`config.mk`:
```
export PLATFORM = sky130hd
export DESIGN_NAME = decode_ctrl
export DESIGN_NICKNAME = d
export VERILOG_FILES = /design/src/rtl/rv32i_pkg.sv /design/src/rtl/decode_fmt.sv /design/src/rtl/decode_ctrl.sv
export SDC_FILE = /design/constraint.sdc
export NUM_CORES = 1
export LEC_CHECK = 0
export ABC_AREA = 1
export CAP_MARGIN = 5
export CORE_AREA = 3 3 91 93
export CTS_CLUSTER_SIZE = 30
export DETAILED_ROUTE_END_ITERATION = 8
export DIE_AREA = 0 0 94 96
export PLACE_DENSITY = 0.85
export SKIP_LAST_GASP = 1
export SLEW_MARGIN = 20
export SYNTH_ARGS = -nofsm -noshare
export SYNTH_HDL_FRONTEND = slang
export SYNTH_HIERARCHICAL = 1
export SYNTH_SLANG_ARGS = --single-unit
```
`constraint.sdc`:
```
create_clock -name i_clk -period 4.7 [get_ports i_clk]
set_clock_uncertainty 0.15 [all_clocks]
set_input_delay 0.94 -clock i_clk [delete_from_list [all_inputs] [get_ports i_clk]]
set_output_delay 0.94 -clock i_clk [all_outputs]
set_load 0.01 [all_outputs]
```
`src/rtl/rv32i_pkg.sv`:
```
// Shared RV32I constants: major opcodes, instruction field positions and the
// one-hot format bit order consumed by the immediate generator.
package rv32i_pkg;

  localparam logic [6:0] OP_LUI    = 7'b0110111;
  localparam logic [6:0] OP_AUIPC  = 7'b0010111;
  localparam logic [6:0] OP_JAL    = 7'b1101111;
  localparam logic [6:0] OP_JALR   = 7'b1100111;
  localparam logic [6:0] OP_BRANCH = 7'b1100011;
  localparam logic [6:0] OP_LOAD   = 7'b0000011;
  localparam logic [6:0] OP_STORE  = 7'b0100011;
  localparam logic [6:0] OP_IMM    = 7'b0010011;
  localparam logic [6:0] OP_REG    = 7'b0110011;
  localparam logic [6:0] OP_FENCE  = 7'b0001111;
  localparam logic [6:0] OP_SYSTEM = 7'b1110011;

  // One-hot format bit positions; order must match the immediate generator.
  localparam int FMT_R = 0;
  localparam int FMT_I = 1;
  localparam int FMT_S = 2;
  localparam int FMT_B = 3;
  localparam int FMT_U = 4;
  localparam int FMT_J = 5;
  localparam int FMT_W = 6;

  localparam int OPC_LSB = 0;
  localparam int OPC_MSB = 6;
  localparam int RD_LSB  = 7;
  localparam int RD_MSB  = 11;
  localparam int RS1_LSB = 15;
  localparam int RS1_MSB = 19;
  localparam int RS2_LSB = 20;
  localparam int RS2_MSB = 24;

  function automatic logic [FMT_W-1:0] fmt_bit(input int idx);
    logic [FMT_W-1:0] v;
    v = '0;
    v[idx] = 1'b1;
    return v;
  endfunction

endpackage

```
`src/rtl/decode_fmt.sv`:
```
// Purely combinational classifier: instruction word -> one-hot format,
// legality, register-operand usage and register fields.
module decode_fmt
  import rv32i_pkg::*;
(
  input  logic [31:0] inst,
  output logic [5:0]  format,
  output logic        illegal,
  output logic        uses_rs1,
  output logic        uses_rs2,
  output logic        is_load,
  output logic [4:0]  rd,
  output logic [4:0]  rs1,
  output logic [4:0]  rs2
);

  logic [6:0] opcode;
  logic       unused_bits;

  assign opcode      = inst[OPC_MSB:OPC_LSB];
  assign rd          = inst[RD_MSB:RD_LSB];
  assign rs1         = inst[RS1_MSB:RS1_LSB];
  assign rs2         = inst[RS2_MSB:RS2_LSB];
  assign unused_bits = ^{inst[31:25], inst[14:12]};

  always_comb begin
    format  = fmt_bit(FMT_R);
    illegal = 1'b0;
    unique case (opcode)
      OP_REG:                                        format = fmt_bit(FMT_R);
      OP_IMM, OP_LOAD, OP_JALR, OP_SYSTEM, OP_FENCE: format = fmt_bit(FMT_I);
      OP_STORE:                                      format = fmt_bit(FMT_S);
      OP_BRANCH:                                     format = fmt_bit(FMT_B);
      OP_LUI, OP_AUIPC:                              format = fmt_bit(FMT_U);
      OP_JAL:                                        format = fmt_bit(FMT_J);
      default: begin
        format  = fmt_bit(FMT_R);
        illegal = 1'b1;
      end
    endcase
    // Compressed or reserved encodings fall back to R and are flagged.
    if (inst[1:0] != 2'b11) begin
      format  = fmt_bit(FMT_R);
      illegal = 1'b1;
    end
  end

  assign uses_rs1 = format[FMT_R] | format[FMT_I] | format[FMT_S] | format[FMT_B];
  assign uses_rs2 = format[FMT_R] | format[FMT_S] | format[FMT_B];
  assign is_load  = (opcode == OP_LOAD);

endmodule

```
`src/rtl/decode_ctrl.sv`:
```
// Decode-stage sequencer: owns the IF/ID register, runs the fetch/EX
// handshakes, inserts load-use bubbles and kills wrong-path work on flush.
module decode_ctrl
  import rv32i_pkg::*;
#(
  parameter int LOAD_USE_STALL = 1
) (
  input  logic        i_clk,
  input  logic        i_rst,
  input  logic        i_if_valid,
  input  logic [31:0] i_if_inst,
  input  logic [31:0] i_if_pc,
  output logic        o_if_ready,
  output logic        o_id_valid,
  input  logic        i_ex_ready,
  output logic [31:0] o_id_inst,
  output logic [31:0] o_id_pc,
  output logic [5:0]  o_id_format,
  output logic        o_id_illegal,
  input  logic        i_flush
);

  localparam logic [1:0] STALL_N = LOAD_USE_STALL[1:0];

  logic        vld_p1;
  logic [31:0] inst_p1;
  logic [31:0] pc_p1;
  logic        last_load;
  logic [4:0]  last_rd;
  logic [1:0]  bubble_cnt;
  logic [1:0]  bubble_nxt;

  logic [5:0]  format;
  logic        illegal;
  logic        uses_rs1;
  logic        uses_rs2;
  logic        is_load;
  logic [4:0]  rd;
  logic [4:0]  rs1;
  logic [4:0]  rs2;

  logic        hazard;
  logic        if_fire;
  logic        ex_fire;

  decode_fmt u_fmt (
    .inst     (inst_p1),
    .format   (format),
    .illegal  (illegal),
    .uses_rs1 (uses_rs1),
    .uses_rs2 (uses_rs2),
    .is_load  (is_load),
    .rd       (rd),
    .rs1      (rs1),
    .rs2      (rs2)
  );

  assign hazard = vld_p1 && last_load &&
                  ((uses_rs1 && (rs1 == last_rd)) || (uses_rs2 && (rs2 == last_rd)));

  assign o_id_valid   = vld_p1 && !hazard && !i_flush;
  assign ex_fire      = o_id_valid && i_ex_ready;
  // A flush frees ID this cycle; a concurrent fetch is handshaken and discarded.
  assign o_if_ready   = !vld_p1 || ex_fire || i_flush;
  assign if_fire      = i_if_valid && o_if_ready;

  assign o_id_inst    = inst_p1;
  assign o_id_pc      = pc_p1;
  assign o_id_format  = format;
  assign o_id_illegal = vld_p1 && illegal;

  assign bubble_nxt   = bubble_cnt + 2'd1;

  // IF -> ID stage boundary
  always_ff @(posedge i_clk or posedge i_rst) begin
    if (i_rst) begin
      vld_p1  <= 1'b0;
      inst_p1 <= '0;
      pc_p1   <= '0;
    end else if (i_flush) begin
      vld_p1  <= 1'b0;
    end else if (if_fire) begin
      vld_p1  <= 1'b1;
      inst_p1 <= i_if_inst;
      pc_p1   <= i_if_pc;
    end else if (ex_fire) begin
      vld_p1  <= 1'b0;
    end
  end

  // Load-use window: every EX advance without an instruction is one bubble.
  always_ff @(posedge i_clk or posedge i_rst) begin
    if (i_rst) begin
      last_load  <= 1'b0;
      last_rd    <= '0;
      bubble_cnt <= '0;
    end else if (i_flush) begin
      last_load  <= 1'b0;
      bubble_cnt <= '0;
    end else if (ex_fire) begin
      if (is_load && (rd != 5'd0)) begin
        last_load  <= 1'b1;
        last_rd    <= rd;
        bubble_cnt <= '0;
      end else begin
        last_load  <= 1'b0;
      end
    end else if (i_ex_ready && last_load) begin
      if (bubble_nxt >= STALL_N) begin
        last_load  <= 1'b0;
        bubble_cnt <= '0;
      end else begin
        bubble_cnt <= bubble_nxt;
      end
    end
  end

endmodule

```
==> metrics <==
outcome=finished clean; PwrDens=354 nW/um^2; post-synth net total=515; met2 usage=36.3%; Hold WC Path Type=flop to flop; post-synth cell types=24; WS Path Type=input pin to output pin; post-route ant nets=0; setup TNS=0 ps; Final #Nets=635; Critical Path Start=i_flush; syn_area_per_cell=7.91 sq um; DRT Wirelength=9270 microns; Worst Max-Slew Pin Slew=790 ps; clock root buffer master=clkbuf_8; required time of the worst setup path=3610 ps; dominant synthesized flop cell=dfrtp_1; core area=7610 sq um; placed cell count=656; # fillers=637; Peak VDD IR=0.268 mV; Final Setup Violations=0; crit end category=output pin; initial drt markers=103; H-tree depth=3; DRC=0; Final period util=78.9%; vias=3260; DRT Pass-1 Iters=4; CTS Buf Count=9; final hold violation count=0; Global Route met1 Usage=25.4%; initial core utilization=46.3%; type of origin of the critical path=input pin; reg2reg setup slack=1700 ps; min Tclk post-route=3710 ps; Max-Cap Viols=0; area of the die=9020 sq um; Synthesis Warnings=6; post_cts resized=0; slew margin rel.=47.2%; DP Wirelength=6790 microns; layout cells sized above 1=7.02%; largest net degree at the start of global routing=67; P&R area growth vs syn=43.2%; wire per inst=13.8 microns; gr ovfl total=0; post-synthesis sequential area ratio=51.9%; Post-synth EDFFs=0; GP Congestion=0.806; antenna violations before repair=0; Rows=32; first-pass GRT wire length=15100 microns; worst-path fanout max=5; Post-CTS Hold Buffers=0; Register Area=1830 sq um; DR vias/cell=4.85; Max Root-Sink Buffers=2; HP Start=o_id_pc[21]$_DFFE_PP0P_; RSZ-0062 raised after global routing=false; Slew Limit Fails=0; multi-input combinational cell area=1330 sq um; post-synthesis cell area=3520 sq um; GRT Total Usage=21.5%; CTS tree=done; Clock Latency Late Sink=340 ps; register bit total from synthesis=73; grt met3 use=8.21%; RR Startpoint=o_id_inst[3]$_DFFE_PP0P_; vias in the first global route=3246; Fmax achieved=0.270 GHz; LEAKAGE=0.00252 uW; final std cells w/o fill=672; CTS sink count=73; I/O pin count=142; Async SR Flop Fraction=100%; Post-Syn Instances=445; Top Usage Layer GRT=met2; port bufs=141; Die Ht=96 microns; postcts setup bufs=0; Clk pin slew, worst setup/hold paths=70 ps; # diodes=0; die extent in x=94 microns; CP arrival=2620 ps
-- through the flow --
step	util [%]	instance area, sq um	setup slack, ps	hold WS [ps]	power [uW]
finish	66.3	5040	990	324	1790
global route	66.3	5040	852	344	1890
CTS	66.3	5040	978	327	1800
detailed placement	63.7	4850	983	308	1320
global placement	63.7	4850	1060	303	1300
floorplan	-	3520	1760	303	1050
-- flip-flops by register name, indices dropped and copies added (netlist names) --
signal	flops
last_load	1
o_id_pc	32
last_rd	5
bubble_cnt	2
vld_p1	1
o_id_inst	32
-- cell families (layout without fill, tap and decap cells) --
| family | Yosys count | count (layout) | synth area share (%) |
|---|---|---|---|
| simple gates | 294 | 294 | 35.5 |
| flops | 73 | 73 | 51.9 |
| buf+inv | 68 | 193 | 10.6 |
| compound gates | 9 | 9 | 1.67 |
| fa+ha+maj | 1 | 1 | 0.355 |
-- cell usage after synthesis, types with 2 or more instances --
cell type,number,share of area [%]
buf_2,8,1.1
buf_4,15,3.2
buf_6,7,2.2
clkbuf_1,6,0.64
dfrtp_1,73,52
inv_1,25,2.7
inv_2,6,0.64
nand2_1,187,20
nand2_2,4,0.71
nand3_1,71,10
nand3_2,3,0.85
nor2_1,23,2.5
nor3_1,2,0.28
o21ai_0,5,0.71
-- routing by layer --
layer / vias to the layer above / routed length [microns]
li1: 1609 / -
met1: 1529 / 3770
met2: 109 / 4520
met3: 13 / 842
met4: 0 / 136
met5: - / 0
-- layout by cell type, fill, tap and decap left out --
cell type / n
nand3_1: 71
clkbuf_8: 10
clkinvlp_4: 2
o2111ai_1: 1
bufinv_16: 1
a21boi_0: 1
clkinv_2: 2
dfrtp_1: 73
inv_1: 24
nand3_2: 3
nand3_4: 1
o21ai_2: 1
clkbuf_1: 1
nand2_2: 4
o21ai_0: 5
buf_4: 5
nor2_4: 1
nor2_1: 22
nor3_1: 2
nor2_2: 1
o41ai_1: 1
nand2_1: 187
nor3_2: 1
ha_1: 1
inv_2: 7
clkdlybuf4s50_1: 141
or2_2: 1
-- final cells by class --
cell class,count,area share (%)
Clock buffer,11,2.80
Clock inverter,5,1.09
Inverter,31,2.31
Multi-Input combinational cell,304,26.3
Sequential cell,73,36.2
Tap cell,102,2.53
Timing Repair Buffer,146,28.7
-- final timing paths --
check                                             to  cells past startpoint
max in group asynchronous  o_id_inst[10]$_DFFE_PP0P_                      3
hold / removal               o_id_pc[21]$_DFFE_PP0P_                      2
setup reg to reg              o_id_pc[6]$_DFFE_PP0P_                     18
min in group asynchronous  o_id_inst[13]$_DFFE_PP0P_                      2
setup / recovery                          o_id_valid                      4
hold reg to reg              o_id_pc[21]$_DFFE_PP0P_                      2
-- power breakdown --
group	switching, uW	internal [uW]
registers	79.6	723
logic	229	270
clock network	227	258
total	536	1250
-- worst max-delay path: stages --
cell,delay (ps)
clkdlybuf4s50_1,530
nor2_1,270
a21boi_0,290
clkdlybuf4s50_1,590
(Power assumes the default switching activity.)
